File: src/rtl/pc_next_ctrl.sv
// ---------------------------------------------------------------------------
// pc_next_ctrl
// Next-PC sequencer for the fetch-stage PC register. Holds a direct-mapped
// branch target buffer with 2-bit saturating counters, produces the predicted
// next PC every cycle, and turns mispredictions resolved in EX into a
// redirect (pc_sel/adin), a flush and a run of post-redirect bubble cycles.
//
// Optional feature: define PC_NEXT_CTRL_STATS_EN to add the saturating
// stat_branches / stat_mispred counters and their output ports.
//
// Ports:
//   clk, rst          rising-edge clock, asynchronous active-high reset
//   fetch_pc          current PC register value (word address)
//   load_use_hazard   stall request from the hazard unit
//   ex_valid          EX-stage instruction valid
//   ex_is_branch      EX instruction is a branch/jump
//   ex_pc             EX instruction word address
//   ex_taken          resolved direction
//   ex_target         resolved target
//   ex_pred_taken     prediction carried down the pipe
//   ex_pred_target    predicted target carried down the pipe
//   predict_pc        predicted next PC for fetch_pc
//   pred_taken        BTB predicts taken for fetch_pc
//   pc_sel            PC register loads adin
//   adin              redirect address
//   hazard            freeze PC (load-use stall)
//   branch_bubble     freeze PC after a redirect
//   flush             squash IF/ID and ID/EX
//   stat_branches     (stats build) evaluated branch count, saturating
//   stat_mispred      (stats build) mispredict count, saturating
// ---------------------------------------------------------------------------
module pc_next_ctrl #(
   parameter int          BTB_IDX_W  = 4,
   parameter int          BUBBLE_CYC = 1,
   parameter logic [29:0] RESET_PC   = 30'h00000C0D
) (
   input  logic        clk,
   input  logic        rst,
   input  logic [29:0] fetch_pc,
   input  logic        load_use_hazard,
   input  logic        ex_valid,
   input  logic        ex_is_branch,
   input  logic [29:0] ex_pc,
   input  logic        ex_taken,
   input  logic [29:0] ex_target,
   input  logic        ex_pred_taken,
   input  logic [29:0] ex_pred_target,
   output logic [29:0] predict_pc,
   output logic        pred_taken,
   output logic        pc_sel,
   output logic [29:0] adin,
   output logic        hazard,
   output logic        branch_bubble,
   output logic        flush
`ifdef PC_NEXT_CTRL_STATS_EN
   ,
   output logic [15:0] stat_branches,
   output logic [15:0] stat_mispred
`endif
);

   localparam int N_ENT = 1 << BTB_IDX_W;
   localparam int TAG_W = 30 - BTB_IDX_W;
   localparam logic [2:0] BUB_INIT = (BUBBLE_CYC > 0) ? 3'(BUBBLE_CYC - 1) : 3'd0;

   typedef enum logic [1:0] {RUN, REDIRECT, BUBBLE} state_t;

   state_t state, state_nxt;
   logic [29:0] redir_q;
   logic [2:0]  bub_cnt;

   logic [N_ENT-1:0] btb_valid;
   logic [TAG_W-1:0] btb_tag [N_ENT];
   logic [29:0]      btb_tgt [N_ENT];
   logic [1:0]       btb_ctr [N_ENT];

   logic [BTB_IDX_W-1:0] f_idx, e_idx;
   logic [TAG_W-1:0]     f_tag, e_tag;
   logic                 f_hit, e_hit;
   logic                 ex_eval, mispredict;
   logic [29:0]          correct_pc;

   assign f_idx = fetch_pc[BTB_IDX_W-1:0];
   assign f_tag = fetch_pc[29:BTB_IDX_W];
   assign e_idx = ex_pc[BTB_IDX_W-1:0];
   assign e_tag = ex_pc[29:BTB_IDX_W];

   // Fetch-side lookup reads the registered table, so a same-cycle update to
   // the same entry is only visible from the next cycle on.
   always_comb begin
      f_hit      = btb_valid[f_idx] && (btb_tag[f_idx] == f_tag);
      pred_taken = f_hit && btb_ctr[f_idx][1];
      predict_pc = pred_taken ? btb_tgt[f_idx] : fetch_pc + 30'd1;
   end

   // EX-side resolution. Only an instruction seen while running counts; the
   // redirect and bubble cycles carry squashed work that must be ignored.
   always_comb begin
      e_hit      = btb_valid[e_idx] && (btb_tag[e_idx] == e_tag);
      ex_eval    = (state == RUN) && ex_valid;
      mispredict = 1'b0;
      if (ex_eval) begin
         if (ex_is_branch)
            mispredict = (ex_taken != ex_pred_taken) ||
                         (ex_taken && (ex_target != ex_pred_target));
         else
            mispredict = ex_pred_taken;
      end
      correct_pc = (ex_is_branch && ex_taken) ? ex_target : ex_pc + 30'd1;
   end

   // Sequencer next-state and control outputs. The redirect cycle drives the
   // PC unconditionally, which is why hazard is held low there.
   always_comb begin
      state_nxt     = state;
      pc_sel        = 1'b0;
      hazard        = 1'b0;
      branch_bubble = 1'b0;
      flush         = 1'b0;
      case (state)
         RUN: begin
            hazard = load_use_hazard;
            if (mispredict) begin
               flush     = 1'b1;
               state_nxt = REDIRECT;
            end
         end
         REDIRECT: begin
            pc_sel    = 1'b1;
            flush     = 1'b1;
            state_nxt = (BUBBLE_CYC > 0) ? BUBBLE : RUN;
         end
         BUBBLE: begin
            branch_bubble = 1'b1;
            if (bub_cnt == 3'd0)
               state_nxt = RUN;
         end
         default: state_nxt = RUN;
      endcase
   end

   assign adin = redir_q;

   // State register, redirect latch and bubble countdown. The counter is
   // loaded on the way into BUBBLE so BUBBLE lasts exactly BUBBLE_CYC cycles.
   always_ff @(posedge clk or posedge rst) begin
      if (rst) begin
         state   <= RUN;
         redir_q <= RESET_PC;
         bub_cnt <= 3'd0;
      end else begin
         state <= state_nxt;
         if (mispredict)
            redir_q <= correct_pc;
         if (state == REDIRECT)
            bub_cnt <= BUB_INIT;
         else if ((state == BUBBLE) && (bub_cnt != 3'd0))
            bub_cnt <= bub_cnt - 3'd1;
      end
   end

   // BTB training. Taken misses allocate weakly-taken; a non-branch that
   // aliases onto a live entry invalidates it so it stops predicting.
   always_ff @(posedge clk or posedge rst) begin
      if (rst) begin
         btb_valid <= '0;
         for (int i = 0; i < N_ENT; i++) begin
            btb_ctr[i] <= 2'b01;
            btb_tag[i] <= '0;
            btb_tgt[i] <= '0;
         end
      end else if (ex_eval) begin
         if (ex_is_branch) begin
            if (e_hit) begin
               if (ex_taken) begin
                  btb_tgt[e_idx] <= ex_target;
                  if (btb_ctr[e_idx] != 2'b11)
                     btb_ctr[e_idx] <= btb_ctr[e_idx] + 2'b01;
               end else if (btb_ctr[e_idx] != 2'b00) begin
                  btb_ctr[e_idx] <= btb_ctr[e_idx] - 2'b01;
               end
            end else if (ex_taken) begin
               btb_valid[e_idx] <= 1'b1;
               btb_tag[e_idx]   <= e_tag;
               btb_tgt[e_idx]   <= ex_target;
               btb_ctr[e_idx]   <= 2'b10;
            end
         end else if (e_hit) begin
            btb_valid[e_idx] <= 1'b0;
         end
      end
   end

`ifdef PC_NEXT_CTRL_STATS_EN
   // Saturating event counters for branch and mispredict statistics.
   always_ff @(posedge clk or posedge rst) begin
      if (rst) begin
         stat_branches <= 16'd0;
         stat_mispred  <= 16'd0;
      end else begin
         if (ex_eval && ex_is_branch && (stat_branches != 16'hFFFF))
            stat_branches <= stat_branches + 16'd1;
         if (mispredict && (stat_mispred != 16'hFFFF))
            stat_mispred <= stat_mispred + 16'd1;
      end
   end
`endif

endmodule
File: config.mk
export PLATFORM = sky130hd
export DESIGN_NAME = pc_next_ctrl
export DESIGN_NICKNAME = d
export VERILOG_FILES = /design/src/rtl/pc_next_ctrl.sv
export SDC_FILE = /design/constraint.sdc
export NUM_CORES = 2
export LEC_CHECK = 0
export BUFFER_PORTS_ARGS = -buffer_cell sky130_fd_sc_hd__buf_2
export CORE_MARGIN = 2
export CORE_UTILIZATION = 60
export DETAILED_ROUTE_END_ITERATION = 8
export GPL_TIMING_DRIVEN = 0
export PLACE_DENSITY = 0.77
export SYNTH_ARGS = -nofsm -noshare
export SYNTH_HDL_FRONTEND = slang
export SYNTH_SLANG_ARGS = --single-unit
File: constraint.sdc
create_clock -name clk -period 60.4 [get_ports clk]
set_input_delay 6.04 -clock clk [delete_from_list [all_inputs] [get_ports clk]]
set_output_delay 6.04 -clock clk [all_outputs]
set_load 0.05 [all_outputs]
Word level (Yosys, flattened, before mapping) --
Cells that the tools add are included.
Storage, ports and cells: word-level logic and storage cells 160, bits of input ports 127, output and inout port bits 65, memory bits (writable) 0, bits in read-only memories 0, memories kept 0, flip-flop bits (word level) 979, latch bits 0
Cells by class: $add $sub $neg 5, magnitude comparators 6, div/mod/pow operators 0, multiplexer cells 54, bitwise operators 9, $mul 0, equality and inequality tests 11, shift operators 0, reduce and logical (&&, ||, !) cells 23
Operator list (number):
- $bwmux 480 | 1
- $bwmux 416 | 1
- $bmux 26 s4 | 2
- $mux 32 | 5
- $mux 30 | 5
- $mux 26 | 5
- $bmux 30 s4 | 1
- $demux 30 s4 | 1
- $demux 26 s4 | 1
- $bwmux 32 | 2
- $mux 16 | 4
- $add 30x1->30 const B | 2
- $eq 26x26->1 | 2
- $and 16x16->16 | 2
- $not 16->16 | 2
- $or 16x16->16 | 2
- $ne 30x30->1 | 1
- $bmux 2 s4 | 2
- $mux 2 | 7
- $ge 5x5->1 const B | 2
- $lt 4x5->1 const B | 2
- $not 4->5 | 2
- $reduce_bool 2->1 | 5
- $logic_and 1x1->1 | 9
- 26 further kinds | 40

Logic depth before layout (Yosys ltp) --
word-level depth 9, depth in mapped cells 19, depth with buffers taken out 12

Worst setup path after synthesis --
Ideal clock, no wire load.
path kind input to output, from input fetch_pc[0], to output predict_pc[0], slack 44.351 ns, arrival time 10.009 ns, stages on the path 13, data required time 54.360 ns, path buffers 5, path through buf_2 -> buf_2 -> buf_2 -> clkbuf_1 -> mux4_2 -> mux2i_1 -> a21oi_1 -> xor2_1 -> nor4_1 -> nand4_1 -> nor4_2 -> buf_2 -> mux2i_1
Between the ends: cells in the longest elaborated chain, start to end 8, elaborated cells between the ends (all ways) 17, those cells by class add/sub (1); eq/ne (1); mux (12); bitwise (1); reduce/logical (2)
RTL lines:
- start: declaration | RTL line 39 | input logic [29:0] fetch_pc,
- $not 4->5 (implied by the code) | RTL line 91, 92
- $bmux 26 s4 | RTL line 91 | f_hit = btb_valid[f_idx] && (btb_tag[f_idx] == f_tag);
- $mux 26 (implied by the code) (2 in series) | RTL line 91
- $eq 26x26->1 | RTL line 91
- $logic_and 1x1->1 | RTL line 91
- $logic_and 1x1->1 (*) | RTL line 92 | pred_taken = f_hit && btb_ctr[f_idx][1];
- via pred_taken | RTL line 49 | output logic pred_taken,
- $mux 30 (*) | RTL line 93 | predict_pc = pred_taken ? btb_tgt[f_idx] : fetch_pc + 30'd1;
- end: declaration | RTL line 48 | output logic [29:0] predict_pc,
The timed path passes the listed nets; every way through them passes the cells marked *. The select of a mux whose other input is x is not followed.

Final worst setup path --
from input fetch_pc[2], to output predict_pc[0]
Between the ends: cells in the longest elaborated chain, start to end 8, elaborated cells between the ends (all ways) 16, those cells by class eq/ne (1); mux (12); bitwise (1); reduce/logical (2)
RTL lines (RTL line):
- $not 4->5 (implied by the code) | 91, 92, 93
- $bmux 26 s4 | 91
- $mux 26 (implied by the code) (2 in series) | 91
- $eq 26x26->1 | 91
- $logic_and 1x1->1 | 91
- $logic_and 1x1->1 | 92
- $mux 30 (*) | 93
Every way passes the cells marked *; elsewhere a longest branch is shown, timed or not. The select of a mux whose other input is x is not followed.

==> flow_metrics.py <==
metrics = {
    "run_status": {
        "status": "finished, violations left",
        "failed_checks": "max-capacitance violations, max-slew violations",
    },
    "job": {
        "cap_viol_max_count": 2,
    },
    "drt": {
        "final_antenna_net_count": 0,
        "num_vias": 35700,
        "firstDrtPassIters": 6,
        "wl_um": 180000,
        "drc": 0,
        "avgViaCountPerCell": 7.06,
        "wl_per_cell_um": 35.5,
        "drt-initial-drc-count": 4433,
    },
    "clocking": {
        "numCtsBuffers": 103,
        "cts.repair.resized": 0,
        "cts_htree_levels": 3,
        "cts_tree": "yes",
        "clock-sinks": 979,
        "cts_setup_buffers": 0,
        "hold_buffers": 0,
        "worstSkewPairLatency_ns": 0.70,
        "path_clk_slew_ns": 0.06,
        "clockRootBuffer": "clkbuf_16",
        "clockBufferDepth": 3,
    },
    "hold_path": {
        "min_from": "btb_ctr[14]$_DFFE_PP1P_",
        "whs_path_depth": 2,
        "hp-class": "register to register",
        "holdPathEnd": "btb_ctr[14]$_DFFE_PP1P_",
    },
    "synthesis": {
        "ys_ff_latch": 979,
        "syn-instance-count": 3559,
        "synth_area_sq_um": 51100,
        "syn_nets": 3696,
        "synth_seq_area_share_pct": 48.0,
        "yosysTopAreaCellShare_pct": 46.9,
        "ys.flop_type": "dfrtp_1",
        "synth.area.top_cells": "dfrtp_1 (47%), mux2_2 (21%), mux4_2 (16%)",
        "ys_types": 77,
        "synth_top_cell_by_area": "dfrtp_1",
        "ys_async_sr_fraction_pct": 100,
        "synth_edf_count": 0,
        "synth.avg_cell_area_sq_um": 14.4,
        "yosysWarningCount": 0,
    },
    "sta": {
        "fin_hold_ws_ns": 0.464,
        "max_freq_ghz": 0.0517,
        "rsz0062_at_grt": "false",
        "finClkSkew_ns": 0.0388,
        "period_share_pct": 32.0,
        "relSlewSlack_pct": -9.15,
        "finalHoldViolations": 0,
        "setup-tns-final_ns": 0,
        "final_max_slew_viol_count": 18,
        "setup_viol": 0,
        "fin_crit_ns": 19.34,
        "worst_slew_pin_slew_ns": 1.63,
    },
    "global_routing": {
        "grt_use_met2_pct": 61.0,
        "grt_pass1_vias": 35900,
        "overflow": 0,
        "grtUsageMet3_pct": 13.7,
        "grt_use_total_pct": 41.8,
        "grt_most_used_layer": "met2",
        "antenna_found_initial": 6,
        "use_met1_pct": 53.7,
        "grt_pass1_wl_um": 257000,
        "grt_max_degree": 136,
    },
    "setup_path": {
        "end_kind": "output port",
        "cp_max_fo": 10,
        "critPathKind": "primary input to output port",
        "reg2reg_slack_ns": 54.36,
        "critPathLaunchType": "primary input",
        "reg2reg_to": "btb_tag[135]$_DFFE_PP0P_",
        "reg2regPathDepth": 14,
        "crit_path_start": "fetch_pc[2]",
        "crit_arrival_ns": 13.30,
        "critPathRequiredTime_ns": 54.36,
    },
    "placed_design": {
        "gp_congestion": 1.01,
        "port_buffers": 153,
        "place_hpwl_um": 126000,
        "dp.cells": 4864,
    },
    "power": {
        "cellPowerDensity_nw_per_um2": 30.8,
        "p_total_mw": 1.76,
        "ir_drop_uv": 24.9,
        "power.leakage_nw": 25.6,
    },
    "die": {
        "pin_count": 192,
        "die_w_um": 296,
        "fp.dieH_um": 296,
        "die_area_sq_um": 87500,
        "start_util_pct": 60.3,
        "rows": 107,
        "coreArea_sq_um": 84700,
    },
    "cells_and_area": {
        "nFillCells": 6067,
        "nets": 3962,
        "final_common_cell": "dfrtp_1",
        "final_cell_mix": "dfrtp_1 (958), mux2_2 (934), mux4_2 (360)",
        "area_growth_pct": 11.7,
        "drive_gt1_share_pct": 45.3,
        "multi_input_area_sq_um": 24900,
        "fin_cells": 5056,
        "register_area_sq_um": 24500,
    },
}
-- logic make-up after synthesis --
| kind of cell | after synthesis | synth area share, % |
|---|---|---|
| adders and majority gates | 10 | 0.245 |
| AOI/OAI and AO/OA | 268 | 4.07 |
| DFF | 979 | 48.0 |
| muxes | 1387 | 38.3 |
| xor gates and xnor gates | 136 | 2.33 |
| buffers and inverters | 396 | 3.31 |
| and+or+nand+nor | 383 | 3.71 |
-- state kept, by name (all words and copies together) (netlist names), named ones only --
name	flops
btb_tag	416
btb_tgt	480
state	2
adin	30
btb_ctr	32
bub_cnt	3
-- area by class of cell --
type,count,area share (%)
diodes,4,0.0175
inverters,47,0.322
repair buffers,161,1.73
clock inverters,43,0.986
plain buffers,349,2.65
flip-flops and latches,979,43.0
well taps,1144,2.51
multi-input cells,2184,43.6
clock buffers,145,5.23
-- worst max-delay path: stages --
cell      delay (ns)
clkbuf_1        0.83
buf_2           0.73
clkbuf_1        1.08
clkbuf_1        1.13
mux2i_1         0.21
a21oi_1         0.57
xor2_1          0.32
nor4_1          0.38
nand4_1         0.31
nor4_2          0.51
buf_2           0.48
mux2i_1         0.34
buf_2           0.33
-- cells in the mapped netlist, drive strengths merged (3+ instances only) --
cell type and count:
nor4 12, xnor2 85, nand4 37, nor2 89
o2bb2ai 41, nor2b 26, nand2 110, xor2 51
o22ai 9, clkbuf 248, or3 4, o21ai 41
ha 10, a311oi 3, nand2b 6, a211oi 24
a22oi 23, and3 11, o31ai 6, a21o 5
and4 6, a32oi 3, and2 11, a221oi 8
a2bb2oi 16, buf 101, a31oi 7, dfrtp 958
mux2i 82, nand3 46, dfstp 21, nand3b 3
o22a 4, nor4b 3, a22o 7, a21oi 51
mux4 361, mux2 944, o211ai 3, a2111oi 3
inv 45, nor3 10
-- where the power goes --
| group | switching, mW | internal (mW) |
|---|---|---|
| Clock | 0.280 | 0.384 |
| Sequential | 0.0516 | 0.736 |
| Combinational | 0.168 | 0.141 |
| Total | 0.499 | 1.26 |
-- how the worst max path moves through the flow --
stage / to / slack (ns) / depth (start not counted)
2_1_floorplan: asynchronous set/reset pin / 26.85 / 1
5_1_grt: predict_pc[15] / 41.42 / 15
4_1_cts: predict_pc[0] / 41.75 / 13
3_5_place_dp: predict_pc[0] / 41.78 / 13
3_3_place_gp: btb_tgt[142]$_DFFE_PP0P_ / 16.11 / 2
6_report: predict_pc[0] / 41.06 / 13
-- stage by stage --
step	worst slack (ns)	utilization (%)	area [sq um]
3_3_place_gp	16.11	62.9	53300
2_1_floorplan	26.85	-	51100
3_5_place_dp	41.78	63.2	53500
4_1_cts	41.75	67.4	57100
5_1_grt	41.42	67.4	57100
6_report	41.06	67.4	57100
-- metal layers --
layer,wire length (um),share of wire (%)
met3,21900,12
met2,78200,44
met4,15000,8.3
met1,64600,36
met5,18,0.010
Power figures use the tool's default switching activity.
